**config.mk**
```make
export PLATFORM = sky130hd
export DESIGN_NAME = if_bus_bridge
export DESIGN_NICKNAME = d
export VERILOG_FILES = /design/src/rtl/if_bus_bridge_pkg.sv /design/src/rtl/if_bus_bridge.sv
export SDC_FILE = /design/constraint.sdc
export NUM_CORES = 1
export LEC_CHECK = 0
export BUFFER_PORTS_ARGS = -buffer_cell sky130_fd_sc_hd__buf_2
export CAP_MARGIN = 20
export CELL_PAD_IN_SITES_DETAIL_PLACEMENT = 2
export CELL_PAD_IN_SITES_GLOBAL_PLACEMENT = 2
export CORE_MARGIN = 5
export CORE_UTILIZATION = 36
export DETAILED_ROUTE_END_ITERATION = 10
export PLACE_DENSITY_LB_ADDON = 0.1
export RECOVER_POWER = 100
export SYNTH_ARGS = -nofsm -noshare
export SYNTH_HDL_FRONTEND = slang
export SYNTH_SLANG_ARGS = --single-unit
```
**constraint.sdc**
```tcl
create_clock -name clk -period 5.8 [get_ports clk]
set_input_delay 0.58 -clock clk [delete_from_list [all_inputs] [get_ports clk]]
set_output_delay 0.58 -clock clk [all_outputs]
set_load 0.01 [all_outputs]
```
**src/rtl/if_bus_bridge_pkg.sv**
```systemverilog
// Shared types and constants for the instruction-fetch bus bridge.
package if_bus_bridge_pkg;

  localparam int INST_ADDR_W = 32;
  localparam int INST_W      = 32;

  localparam logic [INST_W-1:0]      ZERO_WORD = '0;
  localparam logic [INST_ADDR_W-1:0] ZERO_ADDR = '0;

  // Stall request levels driven towards ctrl
  localparam logic STOP    = 1'b1;
  localparam logic NO_STOP = 1'b0;

  // Bus-side FSM: IDLE waits for a miss, WAIT holds the request until ack
  typedef enum logic {
    IF_IDLE = 1'b0,
    IF_WAIT = 1'b1
  } if_state_e;

  // One-entry tagged fetch buffer
  typedef struct packed {
    logic                   vld;
    logic [INST_ADDR_W-1:0] addr;
    logic [INST_W-1:0]      data;
  } fetch_buf_t;

  // Instructions are word aligned; the two low PC bits must be zero
  function automatic logic word_aligned(input logic [INST_ADDR_W-1:0] a);
    return (a[1:0] == 2'b00);
  endfunction

endpackage

```
**src/rtl/if_bus_bridge.sv**
```systemverilog
// Instruction-fetch bridge: serves the PC stage from a one-entry tagged
// buffer and refills it over a variable-latency req/ack bus, stalling the
// pipeline on a miss until the word arrives.
module if_bus_bridge
  import if_bus_bridge_pkg::*;
#(
  parameter bit BUF_EN = 1'b1
) (
  input  logic                   clk,
  input  logic                   rst,
  input  logic                   ce_i,
  input  logic [INST_ADDR_W-1:0] addr_i,
  input  logic                   flush_i,
  output logic [INST_W-1:0]      inst_o,
  output logic                   stallreq_o,
  output logic                   misalign_o,
  output logic                   bus_req_o,
  output logic [INST_ADDR_W-1:0] bus_addr_o,
  input  logic                   bus_ack_i,
  input  logic [INST_W-1:0]      bus_rdata_i
);

  if_state_e              state_q;
  logic                   bus_req_q;
  logic [INST_ADDR_W-1:0] bus_addr_q;
  fetch_buf_t             buf_q;
  fetch_buf_t             buf_d;

  logic aligned;
  logic hit;
  logic fetch_miss;
  logic ack_take;

  assign aligned    = word_aligned(addr_i);
  assign hit        = BUF_EN && buf_q.vld && (addr_i == buf_q.addr);
  // Misaligned fetches never reach the bus; they are reported instead
  assign fetch_miss = ce_i && aligned && !hit;
  // An ack only counts while a request is actually outstanding
  assign ack_take   = (state_q == IF_WAIT) && bus_req_q && bus_ack_i;

  assign bus_req_o  = bus_req_q;
  assign bus_addr_o = bus_addr_q;

  // Instruction, stall and misalign outputs; all forced quiet during reset
  always_comb begin
    inst_o     = ZERO_WORD;
    stallreq_o = NO_STOP;
    misalign_o = 1'b0;
    if (!rst && ce_i) begin
      if (!aligned) begin
        misalign_o = 1'b1;
      end else if (hit) begin
        inst_o = buf_q.data;
      end else begin
        stallreq_o = STOP;
      end
    end
  end

  // Buffer refill: returned data is tagged with the requested address, and a
  // flush wins over a coincident ack so stale data never becomes visible
  always_comb begin
    buf_d = buf_q;
    if (flush_i) begin
      buf_d.vld = 1'b0;
    end else if (ack_take) begin
      buf_d.vld  = 1'b1;
      buf_d.addr = bus_addr_q;
      buf_d.data = bus_rdata_i;
    end
  end

  // Fetch buffer storage
  always_ff @(posedge clk or posedge rst) begin
    if (rst) begin
      buf_q <= '{vld: 1'b0, addr: ZERO_ADDR, data: ZERO_WORD};
    end else begin
      buf_q <= buf_d;
    end
  end

  // Bus FSM with registered request; an issued request always runs to its ack
  always_ff @(posedge clk or posedge rst) begin
    if (rst) begin
      state_q    <= IF_IDLE;
      bus_req_q  <= 1'b0;
      bus_addr_q <= ZERO_ADDR;
    end else begin
      unique case (state_q)
        IF_IDLE: begin
          if (fetch_miss) begin
            bus_req_q  <= 1'b1;
            bus_addr_q <= addr_i;
            state_q    <= IF_WAIT;
          end
        end
        IF_WAIT: begin
          if (ack_take) begin
            bus_req_q <= 1'b0;
            state_q   <= IF_IDLE;
          end
        end
        default: begin
          bus_req_q <= 1'b0;
          state_q   <= IF_IDLE;
        end
      endcase
    end
  end

endmodule

```
# Word-level counts from Yosys, hierarchy flattened
# Cells that the tools add are included.
# word_totals
romBits	0
regBits	99
in_bits	69
mem_bits_rw	0
n_memories	0
latch_bits	0
# classes
n_shift	0
muxes	16
multipliers	0
n_bitwise	2
div	0
order_cmp	0
add_sub_neg	0
n_eq_ne	3
n_reduce_logical	13
# ops
operator	count
32-bit two-way mux	3
65-bit two-way mux	1
32-bit equality test	1
1-bit two-way mux	10
1-bit logical AND	6
2-bit AND reduction	3
1-bit case mux with 2 select lines	2
1-bit zero test	2
2-bit zero test	1
2-bit by 1-bit != test with 1-bit output (second input constant)	1
2-bit != test (second input constant)	1
1-bit inverter	2
2-bit nonzero test	1

# Logic depth before layout (Yosys ltp)
# depth
depth_word	6
depth_mapped	7

# Worst setup path before layout
# Ideal clock, no wire load.
# synth_path
path_type	input port to output port
startpoint	in rst
endpoint	out inst_o[0]
path_slack_ns	1.590
path_stages	5
required_time_ns	5.220
t_arrival_ns	3.630
cell_sequence	inv_1 > and3_1 > nor3b_2 > clkbuf_2 > and2_1
# synth_between
elab_chain_len	3
# synth_rtl
item	line	source
start: declaration	if_bus_bridge.sv:10	input logic rst,
1-bit zero test (no line)	-	
1-bit logical AND	if_bus_bridge.sv:49	if (!rst && ce_i) begin
32-bit two-way mux	if_bus_bridge.sv:49	
end: declaration	if_bus_bridge.sv:14	output logic [INST_W-1:0] inst_o,
# No other way between the ends.

# Worst setup path after layout
# layout_path
startpoint	reg buf_q[39] in the netlist's numbering
endpoint	out inst_o[15]
# layout_between
elab_chain_len	5
# layout_rtl
item	line	source
start: declaration	if_bus_bridge.sv:26	fetch_buf_t buf_q;
start signal: assignment	if_bus_bridge.sv:76	buf_q <= '{vld: 1'b0, addr: ZERO_ADDR, data: ZERO_WORD};
start signal: assignment	if_bus_bridge.sv:78	buf_q <= buf_d;
32-bit equality test	if_bus_bridge.sv:35	assign hit = BUF_EN && buf_q.vld && (addr_i == buf_q.addr);
1-bit logical AND	if_bus_bridge.sv:35	
32-bit two-way mux	if_bus_bridge.sv:52	end else if (hit) begin
32-bit two-way mux	if_bus_bridge.sv:50	if (!aligned) begin
32-bit two-way mux	if_bus_bridge.sv:49	
# No other way between the ends.

==> impl_metrics.csv <==
group,metric,value,unit
clock_tree,numCtsBuffers,9,
floorplanning,fp.dieArea,14980,µm²
clock_tree,cts-root-buf,"clkbuf_16",
synthesis,synthSimpleGateAreaFrac,12.19,%
synthesis,yosysSeqAreaShare,54.49,%
drt,drt_pass1_iterations,4,
critical_path,worst-endpoint-arrival,3.15,ns
synthesis,synth_top_cell_area_share,54.49,%
timing,period_needed,3.728,ns
outcome,failed_checks,"max-capacitance violations, max-slew violations",
final_layout,drive_above_1_share,37.85,%
timing,fmax,268.2,MHz
final_layout,area_growth_syn_to_layout,19.87,%
critical_path,critPathKind,"flip-flop to primary output",
critical_path,cp-start-kind,"flip-flop",
drt,num_vias,3041,
floorplanning,core_region_area,12520,µm²
clock_tree,hold_buffers,0,
grt,track_usage,15.76,%
timing,timing.final.crit_share,64.28,%
clock_tree,post_cts_resized,0,
grt,antenna_found_initial,1,
clock_tree,cts.clk_slew.worst_paths,0.07,ns
drt,vias_per_cell,4.774,
drt,postRouteAntennaNets,0,
floorplanning,io_pins,136,
grt,grt_pass1_wl,18060,µm
synthesis,synth_area_leaders,"dfrtp_1 54%, mux2_2 17%, mux2_4 8.6%",
power_and_ir_drop,power_density,457.1,nW/µm²
final_layout,n_antenna_cell,0,
power_and_ir_drop,max-vdd-ir-drop,0.1688,mV
place,port_buffers,135,
timing,setup_viol,0,
place,place.gp.congestion,0.7179,
final_layout,design_area,5450,µm²
grt,grt_pass1_vias,3462,
drt,routed_wl,11330,µm
timing,worst_slew_margin_rel,-46.88,%
grt,grt.overflow.total,0,
synthesis,synth.avg_cell_area,14.08,µm²
grt,grt_max_degree,64,
clock_tree,h-tree-depth,3,
clock_tree,cts_tree,"done",
clock_tree,cts.sinks,99,
synthesis,syn-instance-count,323,
critical_path,endpoint_kind,"primary output",
synthesis,yosysWarnings,0,
timing,hold_viol,0,
synthesis,synth_area_leader_cell,"dfrtp_1",
synthesis,synth-adder-area-share,0,%
final_layout,final_nets,529,
timing,slew_viol_final,102,
synthesis,synth_compound_area_share,0.1101,%
clock_tree,cts.path.max_buffers,2,
floorplanning,initial_utilization,36.33,%
place,placed_area,5369,µm²
final_layout,n_fill_cell,1348,
floorplanning,dieWidth,122.4,µm
synthesis,synth_mux_area_share,25.43,%
synthesis,yosysUniqueCellTypes,31,
drt,drt-initial-drc-count,95,
critical_path,worstPathMaxFanout,32,
synthesis,synth-seq-cells,99,
hold_path,min_path_type,"input pin to async pin",
synthesis,synth_xor_area_share,5.394,%
critical_path,required,5.22,ns
power_and_ir_drop,leakagePower,2.480,nW
timing,rsz0062_at_grt,"false",
clock_tree,insertion_delay,0.35,ns
clock_tree,cts_setup_buffers,0,
place,dp_hpwl,8336,µm
synthesis,synth_area,4547,µm²
run,cap_violations,3,
synthesis,synth_top_family_by_area,"multiplexers",
timing,finalSetupTns,0,ns
timing,timing_worst_slew_pin_value,2.203,ns
timing,skew,0.006931,ns
drt,drc_errors,0,
floorplanning,fp.dieH,122.4,µm
synthesis,syn_nets,392,
drt,wl_per_cell,17.78,µm
outcome,status,"finished with violations",
floorplanning,num_rows,41,
## worst paths after layout
check                           from        endpoint  slack (ns)  cells after the start
max                        buf_q[39]      inst_o[15]        2.07                      8
max in group asynchronous        rst  bus_addr_o[15]        4.32                      3
min in group clk             flush_i       buf_q[64]        0.44                      2
min reg2reg                 buf_q[9]        buf_q[9]        0.50                      1
max reg2reg                buf_q[52]  bus_addr_o[19]        2.18                      6
min                              rst  bus_addr_o[13]        0.28                      2
## Yosys cell counts (all sizes together)
| cell | number |
|---|---|
| and2 | 35 |
| and3 | 1 |
| buf | 7 |
| clkbuf | 6 |
| dfrtp | 99 |
| inv | 2 |
| mux2 | 94 |
| nand2 | 8 |
| nand2b | 8 |
| nand3 | 6 |
| nand4 | 13 |
| nand4b | 3 |
| nor2 | 2 |
| nor3 | 3 |
| nor3b | 2 |
| nor4 | 2 |
| nor4b | 1 |
| o21ai | 1 |
| or2b | 2 |
| xnor2 | 26 |
| xor2 | 2 |
## worst max-delay path: stages, from the launching register on
cell and delay (ns):
dfrtp_1 0.38, xnor2_1 0.34, nand4_1 0.15, nor4_1 0.31
nand4_1 0.13, nor3b_1 0.21, clkbuf_1 0.86, and2_1 0.25
clkbuf_1 0.17
## layer usage
layer	global-route usage, %	vias up	wire length, µm
met3	3.779	18	689
met1	20.24	1543	4912
met5	0	-	7
met4	6.788	2	223
li1	-	1392	-
met2	25.46	86	5494
## through the flow
step | total power [mW] | hold WS (ns) | setup WS (ns) | instances | util, %
2_1_floorplan | 1.754 | 0.4706 | 1.590 | 323 | -
3_3_place_gp | 2.007 | 0.4775 | 2.744 | 621 | 42.89
3_5_place_dp | 2.064 | 0.4881 | 2.753 | 621 | 42.89
4_1_cts | 2.645 | 0.2819 | 2.717 | 637 | 45.08
5_1_grt | 2.653 | 0.3313 | 1.662 | 637 | 43.54
6_report | 2.491 | 0.2752 | 2.072 | 637 | 43.54
## placed cells by master (no fill, tap or decap), drive strengths merged
cell type,n
dfrtp,99
and3,1
clkbuf,63
or2b,2
nor4,2
and2,35
nand4,13
o21ai,1
nor3b,2
nor3,3
xor2,2
buf,90
nor4b,1
nand3,6
mux2,94
xnor2,26
inv,2
nand2,8
nand2b,8
nand4b,3
nor2,2
clkinv,2
## where the power goes
part | switching (mW) | leakage, nW | internal [mW]
Clock | 0.250 | 0.137 | 0.314
Sequential | 0.204 | 1.22 | 1.01
Combinational | 0.335 | 1.13 | 0.377
## logic make-up after synthesis
group                     count (synthesis)
buffers and inverters                    15
AOI/OAI and AO/OA                         1
and+or+nand+nor                          86
muxes                                    94
DFF                                      99
xor gates and xnor gates                 28
## layout make-up
cell class	count	area, µm²	share of cell area [%]
clock inverters	2	10.01	0.1837
clock buffers	14	264.0	4.844
flip-flops and latches	99	2477	45.45
repair buffers	139	636.9	11.69
multi-input cells	209	1837	33.70
well taps	172	215.2	3.949
inverters	2	10.01	0.1837
## registers in the layout, summed over array words and instances (netlist names)
signal      cells
bus_addr_o     32
bus_req_o       1
buf_q          65
state_q         1
(Power assumes the default switching activity.)
